===== src/rtl/fft_frame_packer.sv =====
// PCM sample buffer feeding an FFT core: int16 -> IEEE-754 single, packed as complex {Im=0, Re}, framed with tlast.
// Optional build macro ZERO_PAD_EN: each frame is FRAME_LEN/2 samples followed by FRAME_LEN/2 zero words.
module fft_frame_packer #(
    parameter int          FRAME_LEN  = 128,
    parameter int          FIFO_DEPTH = 16,
    parameter logic [15:0] CFG_WORD   = 16'h0003
) (
    input  logic        aclk,
    input  logic        aresetn,
    input  logic [15:0] pcm_tdata,
    input  logic        pcm_tvalid,
    output logic        pcm_tready,
    output logic [15:0] m_axis_config_tdata,
    output logic        m_axis_config_tvalid,
    input  logic        m_axis_config_tready,
    output logic [63:0] m_axis_data_tdata,
    output logic        m_axis_data_tvalid,
    input  logic        m_axis_data_tready,
    output logic        m_axis_data_tlast,
    output logic        frame_done
);

    localparam int CNT_W = $clog2(FRAME_LEN);
    localparam int PTR_W = $clog2(FIFO_DEPTH);
    localparam logic [CNT_W-1:0] LAST_IDX = CNT_W'(FRAME_LEN - 1);
`ifdef ZERO_PAD_EN
    localparam logic [CNT_W-1:0] HALF_LAST_IDX = CNT_W'(FRAME_LEN / 2 - 1);
`endif

    typedef enum logic [1:0] {
        ST_CFG = 2'd0,
        ST_RUN = 2'd1,
        ST_PAD = 2'd2
    } state_t;

    // Exact int16 -> float: every 16-bit magnitude fits in the 24-bit significand.
    function automatic logic [31:0] int16_to_float(input logic [15:0] x);
        logic [15:0] mag;
        logic [3:0]  msb;
        logic [23:0] aligned;
        logic [7:0]  expo;
        mag = x[15] ? (~x + 16'd1) : x;
        msb = 4'd0;
        for (int i = 0; i < 16; i++) begin
            if (mag[i]) msb = 4'(i);
        end
        aligned = {8'h00, mag} << (5'd23 - {1'b0, msb});
        expo    = 8'd127 + {4'h0, msb};
        return (mag == 16'd0) ? 32'h0 : {x[15], expo, aligned[22:0]};
    endfunction

    state_t            state_q;
    logic              ready_en_q;
    logic [15:0]       cfg_tdata_q;
    logic              cfg_tvalid_q;
    logic [63:0]       data_tdata_q;
    logic              data_tvalid_q;
    logic              data_tlast_q;
    logic              frame_done_q;
    logic [CNT_W-1:0]  word_cnt_q;

    logic [15:0]       mem [FIFO_DEPTH];
    logic [PTR_W-1:0]  wr_ptr_q;
    logic [PTR_W-1:0]  rd_ptr_q;
    logic [PTR_W:0]    count_q;

    logic              fifo_full;
    logic              fifo_empty;
    logic              fifo_push;
    logic              fifo_pop;
    logic              out_free;
    logic              data_hs;
    logic [CNT_W-1:0]  load_idx;
    logic [31:0]       head_float;

    assign fifo_full  = (count_q == (PTR_W + 1)'(FIFO_DEPTH));
    assign fifo_empty = (count_q == '0);
    assign pcm_tready = ready_en_q & ~fifo_full;
    assign fifo_push  = pcm_tvalid & pcm_tready;
    assign out_free   = ~data_tvalid_q | m_axis_data_tready;
    assign data_hs    = data_tvalid_q & m_axis_data_tready;
    assign fifo_pop   = (state_q == ST_RUN) & out_free & ~fifo_empty;
    assign head_float = int16_to_float(mem[rd_ptr_q]);

    // Index of the word about to be loaded: the current word (if any) is leaving on this edge.
    assign load_idx = data_tvalid_q ? (word_cnt_q + 1'b1) : word_cnt_q;

    // NOTE: sample storage has no reset; the pointers and count alone define what is valid.
    always_ff @(posedge aclk) begin
        if (fifo_push) mem[wr_ptr_q] <= pcm_tdata;
    end

    // NOTE: sequential state uses non-blocking assignments only, so every register sees pre-edge values.
    always_ff @(posedge aclk or negedge aresetn) begin
        if (!aresetn) begin
            wr_ptr_q <= '0;
            rd_ptr_q <= '0;
            count_q  <= '0;
        end else begin
            if (fifo_push) wr_ptr_q <= wr_ptr_q + 1'b1;
            if (fifo_pop)  rd_ptr_q <= rd_ptr_q + 1'b1;
            case ({fifo_push, fifo_pop})
                2'b10:   count_q <= count_q + 1'b1;
                2'b01:   count_q <= count_q - 1'b1;
                default: count_q <= count_q;
            endcase
        end
    end

    always_ff @(posedge aclk or negedge aresetn) begin
        if (!aresetn) begin
            state_q       <= ST_CFG;
            ready_en_q    <= 1'b0;
            cfg_tdata_q   <= '0;
            cfg_tvalid_q  <= 1'b0;
            data_tdata_q  <= '0;
            data_tvalid_q <= 1'b0;
            data_tlast_q  <= 1'b0;
            frame_done_q  <= 1'b0;
            word_cnt_q    <= '0;
        end else begin
            ready_en_q   <= 1'b1;
            cfg_tdata_q  <= CFG_WORD;
            frame_done_q <= data_hs & data_tlast_q;
            if (data_hs) word_cnt_q <= word_cnt_q + 1'b1;

            case (state_q)
                ST_CFG: begin
                    if (cfg_tvalid_q && m_axis_config_tready) begin
                        cfg_tvalid_q <= 1'b0;
                        state_q      <= ST_RUN;
                    end else begin
                        cfg_tvalid_q <= 1'b1;
                    end
                end
                ST_RUN: begin
                    if (fifo_pop) begin
                        data_tdata_q  <= {32'h0, head_float};
                        data_tvalid_q <= 1'b1;
                        data_tlast_q  <= (load_idx == LAST_IDX);
`ifdef ZERO_PAD_EN
                        if (load_idx == HALF_LAST_IDX) state_q <= ST_PAD;
`endif
                    end else if (m_axis_data_tready) begin
                        data_tvalid_q <= 1'b0;
                        data_tlast_q  <= 1'b0;
                    end
                end
`ifdef ZERO_PAD_EN
                ST_PAD: begin
                    if (out_free) begin
                        data_tdata_q  <= '0;
                        data_tvalid_q <= 1'b1;
                        data_tlast_q  <= (load_idx == LAST_IDX);
                        if (load_idx == LAST_IDX) state_q <= ST_RUN;
                    end
                end
`endif
                default: state_q <= ST_CFG;
            endcase
        end
    end

    assign m_axis_config_tdata  = cfg_tdata_q;
    assign m_axis_config_tvalid = cfg_tvalid_q;
    assign m_axis_data_tdata    = data_tdata_q;
    assign m_axis_data_tvalid   = data_tvalid_q;
    assign m_axis_data_tlast    = data_tlast_q;
    assign frame_done           = frame_done_q;

endmodule

===== config.mk =====
export PLATFORM = sky130hd
export DESIGN_NAME = fft_frame_packer
export DESIGN_NICKNAME = d
export VERILOG_FILES = /design/src/rtl/fft_frame_packer.sv
export SDC_FILE = /design/constraint.sdc
export NUM_CORES = 1
export LEC_CHECK = 0
export CAP_MARGIN = 20
export CORE_AREA = 2 2 191 193
export CTS_CLUSTER_SIZE = 16
export DETAILED_ROUTE_END_ITERATION = 7
export DIE_AREA = 0 0 193 195
export GPL_ROUTABILITY_DRIVEN = 0
export PLACE_DENSITY = 0.55
export SYNTH_ARGS = -nofsm -noshare
export SYNTH_HDL_FRONTEND = slang
export SYNTH_SLANG_ARGS = --single-unit
export TNS_END_PERCENT = 20

===== constraint.sdc =====
create_clock -name aclk -period 5.9 [get_ports aclk]
set_input_delay 0.59 -clock aclk [delete_from_list [all_inputs] [get_ports aclk]]
set_output_delay 0.59 -clock aclk [all_outputs]
set_load 0.02 [all_outputs]

==> results of run 1 <==
==> kinds of logic after synthesis <==
kind of cell    synth area share
compound gates            0.0656
xor+xnor                  0.0175
fa+ha+maj                 0.0130
buf+inv                   0.0480
flops                      0.651
mux                        0.133
other cells             0.000536
simple gates              0.0716
==> layout by cell type, fill, tap and decap left out, drive strengths merged, types with 8 or more instances in the layout <==
cell type      netlist  layout
conb                 2      47
clkdlybuf4s50        0      58
mux4                64      64
nand2               66      66
xnor2               19      19
a21oi               14      14
ha                  13      13
mux2                 8       8
and2                33      33
clkinv               0      10
clkbuf              16      45
inv                 17      20
nor2                27      27
buf                 73      49
nor3                10      10
dfrtp               57      57
edfxtp             256     256
mux2i               31      31
nand3                9       9
xor2                 9       9
o21ai               33      33
a22oi               15      15
==> power breakdown <==
group          internal [mW]  total (mW)  switching (mW)
Sequential              2.65        2.85           0.202
Clock                   1.42        2.31           0.889
Combinational           2.28        5.36            3.08
==> metal layers <==
layer | up-vias | global-route usage
met5 | - | 0
met4 | 2 | 0.0513
met3 | 61 | 0.0315
met2 | 277 | 0.282
met1 | 3945 | 0.238
li1 | 3557 | -
==> per-stage QoR <==
step                hold WS [ps]   util
floorplan                    294      -
global placement             461  0.427
detailed placement           463  0.427
CTS                          254  0.462
global route                 304  0.462
finish                       226  0.462
==> registers in the layout, indices dropped and copies added, names as in the netlist, 4 cells and up <==
name	cells
mem	256
m_axis_data_tdata	31
word_cnt_q	7
count_q	5
rd_ptr_q	4
wr_ptr_q	4
==> layout make-up <==
cell class	instances	share of cell area
repair buffers	107	0.0593
clock buffers	45	0.0583
multi-input cells	510	0.268
flip-flops and latches	313	0.557
well taps	461	0.0353
inverters	17	0.00390
clock inverters	19	0.0178
==> how the worst min path moves through the flow <==
stage,startpoint,endpoint,depth (start not counted)
after floorplan,aresetn,count_q[0],0
after global placement,word_cnt_q[5],word_cnt_q[5],1
after detailed placement,word_cnt_q[5],word_cnt_q[5],1
after CTS,aresetn,rd_ptr_q[1],2
after global routing,aresetn,m_axis_data_tdata[16],2
final,aresetn,m_axis_data_tdata[16],2
==> critical path: stages, from the launching register on <==
cell,delay (ps)
dfrtp_4,670
buf_12,350
mux4_2,560
a22o_1,250
a221oi_2,320
or4b_4,560
nor4_4,380
nor2b_1,210
a21oi_1,80
o22a_1,230
o21ai_2,560
buf_4,290
mux2i_1,360
o22ai_1,130
nor3_1,240
a221o_1,140
==> results.md, run 1 <==
* Wirelength per Cell at 21.7 um
* Resize count post-CTS at 0
* Pre-CTS WS at 476 ps
* Total power at 10.5 mW
* Die area at 37600 sq um
* Power per cell area at 643 nW/um^2
* Antenna violations before repair at 1
* Vias at 7842
* Vert. Die Dim at 195 um
* Number of global-route vias before repair at 7885
* Max Fclk at 0.183 GHz
* Vias per cell at 5.33
* Seq/Total Area, Yosys at 0.651
* Post-synth EDFFs at 256
* Post-Syn Area at 14000 sq um
* Slew of the pin with the lowest slew margin at 981 ps
* Fin crit period at 5460 ps
* DR iter-0 viols at 698
* Largest area contributor in the netlist: edfxtp_1
* Synth warn at 0
* Setup violators final at 0
* Leakage power at 5.82 nW
* Fillers at 3086
* Worst Skew at 15.2 ps
* Post-DP HPWL at 20000 um
* Uppermost routed layer: met5
* Cell count after synthesis at 884
* CTS tree: done
* Placed Cells at 1408
* Num CTS Buffers at 35
* FF-to-FF End: m_axis_data_tdata[22]
* VDD IR max at 0.462 mV
* Crit path arrival time at 5910 ps
* Synth-to-layout area growth at 16.8%
* Crit path from: rd_ptr_q[0]
* WL met1 at 13800 um
* Initial core utilization at 0.396
* Clk_lat worst skew at 530 ps
* Root Driver: clkbuf_16
* Mean Syn Cell Area at 15.8 sq um
* Standard-cell rows at 69
* Final instance area at 16400 sq um
* Hold_buf cts at 0
* WS Path Type: flop to flop
* Met3 Wirelength at 1890 um
* NumNets Final at 1019
* Crit path to: m_axis_data_tdata[22]
* Fin. Hold Viols at 0
* Die W at 193 um
* Share of the synthesized area in the top cell type at 0.549
* Share of cells above drive strength 1 at 0.194
* Final non-filler cell total at 1472
* Routed WL at 31900 um
* Final worst setup slack at 441 ps
* RSZ-0062 raised after global routing: no
* Commonest cells in the netlist: edfxtp_1, nand2_1, mux4_2
* Sink Count at 313
* I/O pins at 106
* Outcome: complete, no violations
* Port bufs at 59
* Reg2Reg Depth at 15
* CORE AREA at 35400 sq um
* Clock transition at path regs at 60 ps
* Pre-antenna DRT Iters at 4
* CP Capture Type: flop
* Met2 Wirelength at 15300 um
* Crit Path Max Fanout at 38
* Area of the multi-input gates at 4390 sq um
* Seq cells post-synth at 313
* H-tree levels at 2
* Fin crit share at 0.925
* Largest net degree at the start of global routing at 58
* Remaining DRCs at 0
* Worst Path Required at 6350 ps
* Slew HR at 0.344
* R2R setup slack at 440 ps
* Hold Crit Class: primary input to async pin
* Asr flop ratio synth at 0.182
* Global route overflow at 0
* Top cells by area, synth: edfxtp_1, dfrtp_1, mux4_2
* Slew Viols, Final at 0
* CP startpoint kind: flop
* Routed Antenna Nets at 0
* Setup bufs post-CTS at 0
* Post-synth top flop: edfxtp_1
* Register area at 9120 sq um
* Placed Area at 15100 sq um
* Most common cell in the netlist: edfxtp_1
* Final setup TNS at 0 ps
* First-pass GRT wire length at 48400 um
* Maximum root-to-sink buffer count at 3
* Ant. Diodes at 0
* Max cap viols at 0
* FF-to-FF Start: rd_ptr_q[0]
* Cell variety after synth at 81
* All-Layer GR Usage at 0.173
No activity file was read; power rests on OpenSTA's default activity.
==> run 2, diff against run 1 <==
SLEW_MARGIN = 10   (was default)
==> results of run 2 <==
Final layout, timing and power as in run 1 (identical DEF).
==> run 3, diff against run 2 <==
GPL_TIMING_DRIVEN = 1   (was default)
==> results of run 3 <==
Final layout, timing and power as in run 1 (identical DEF).
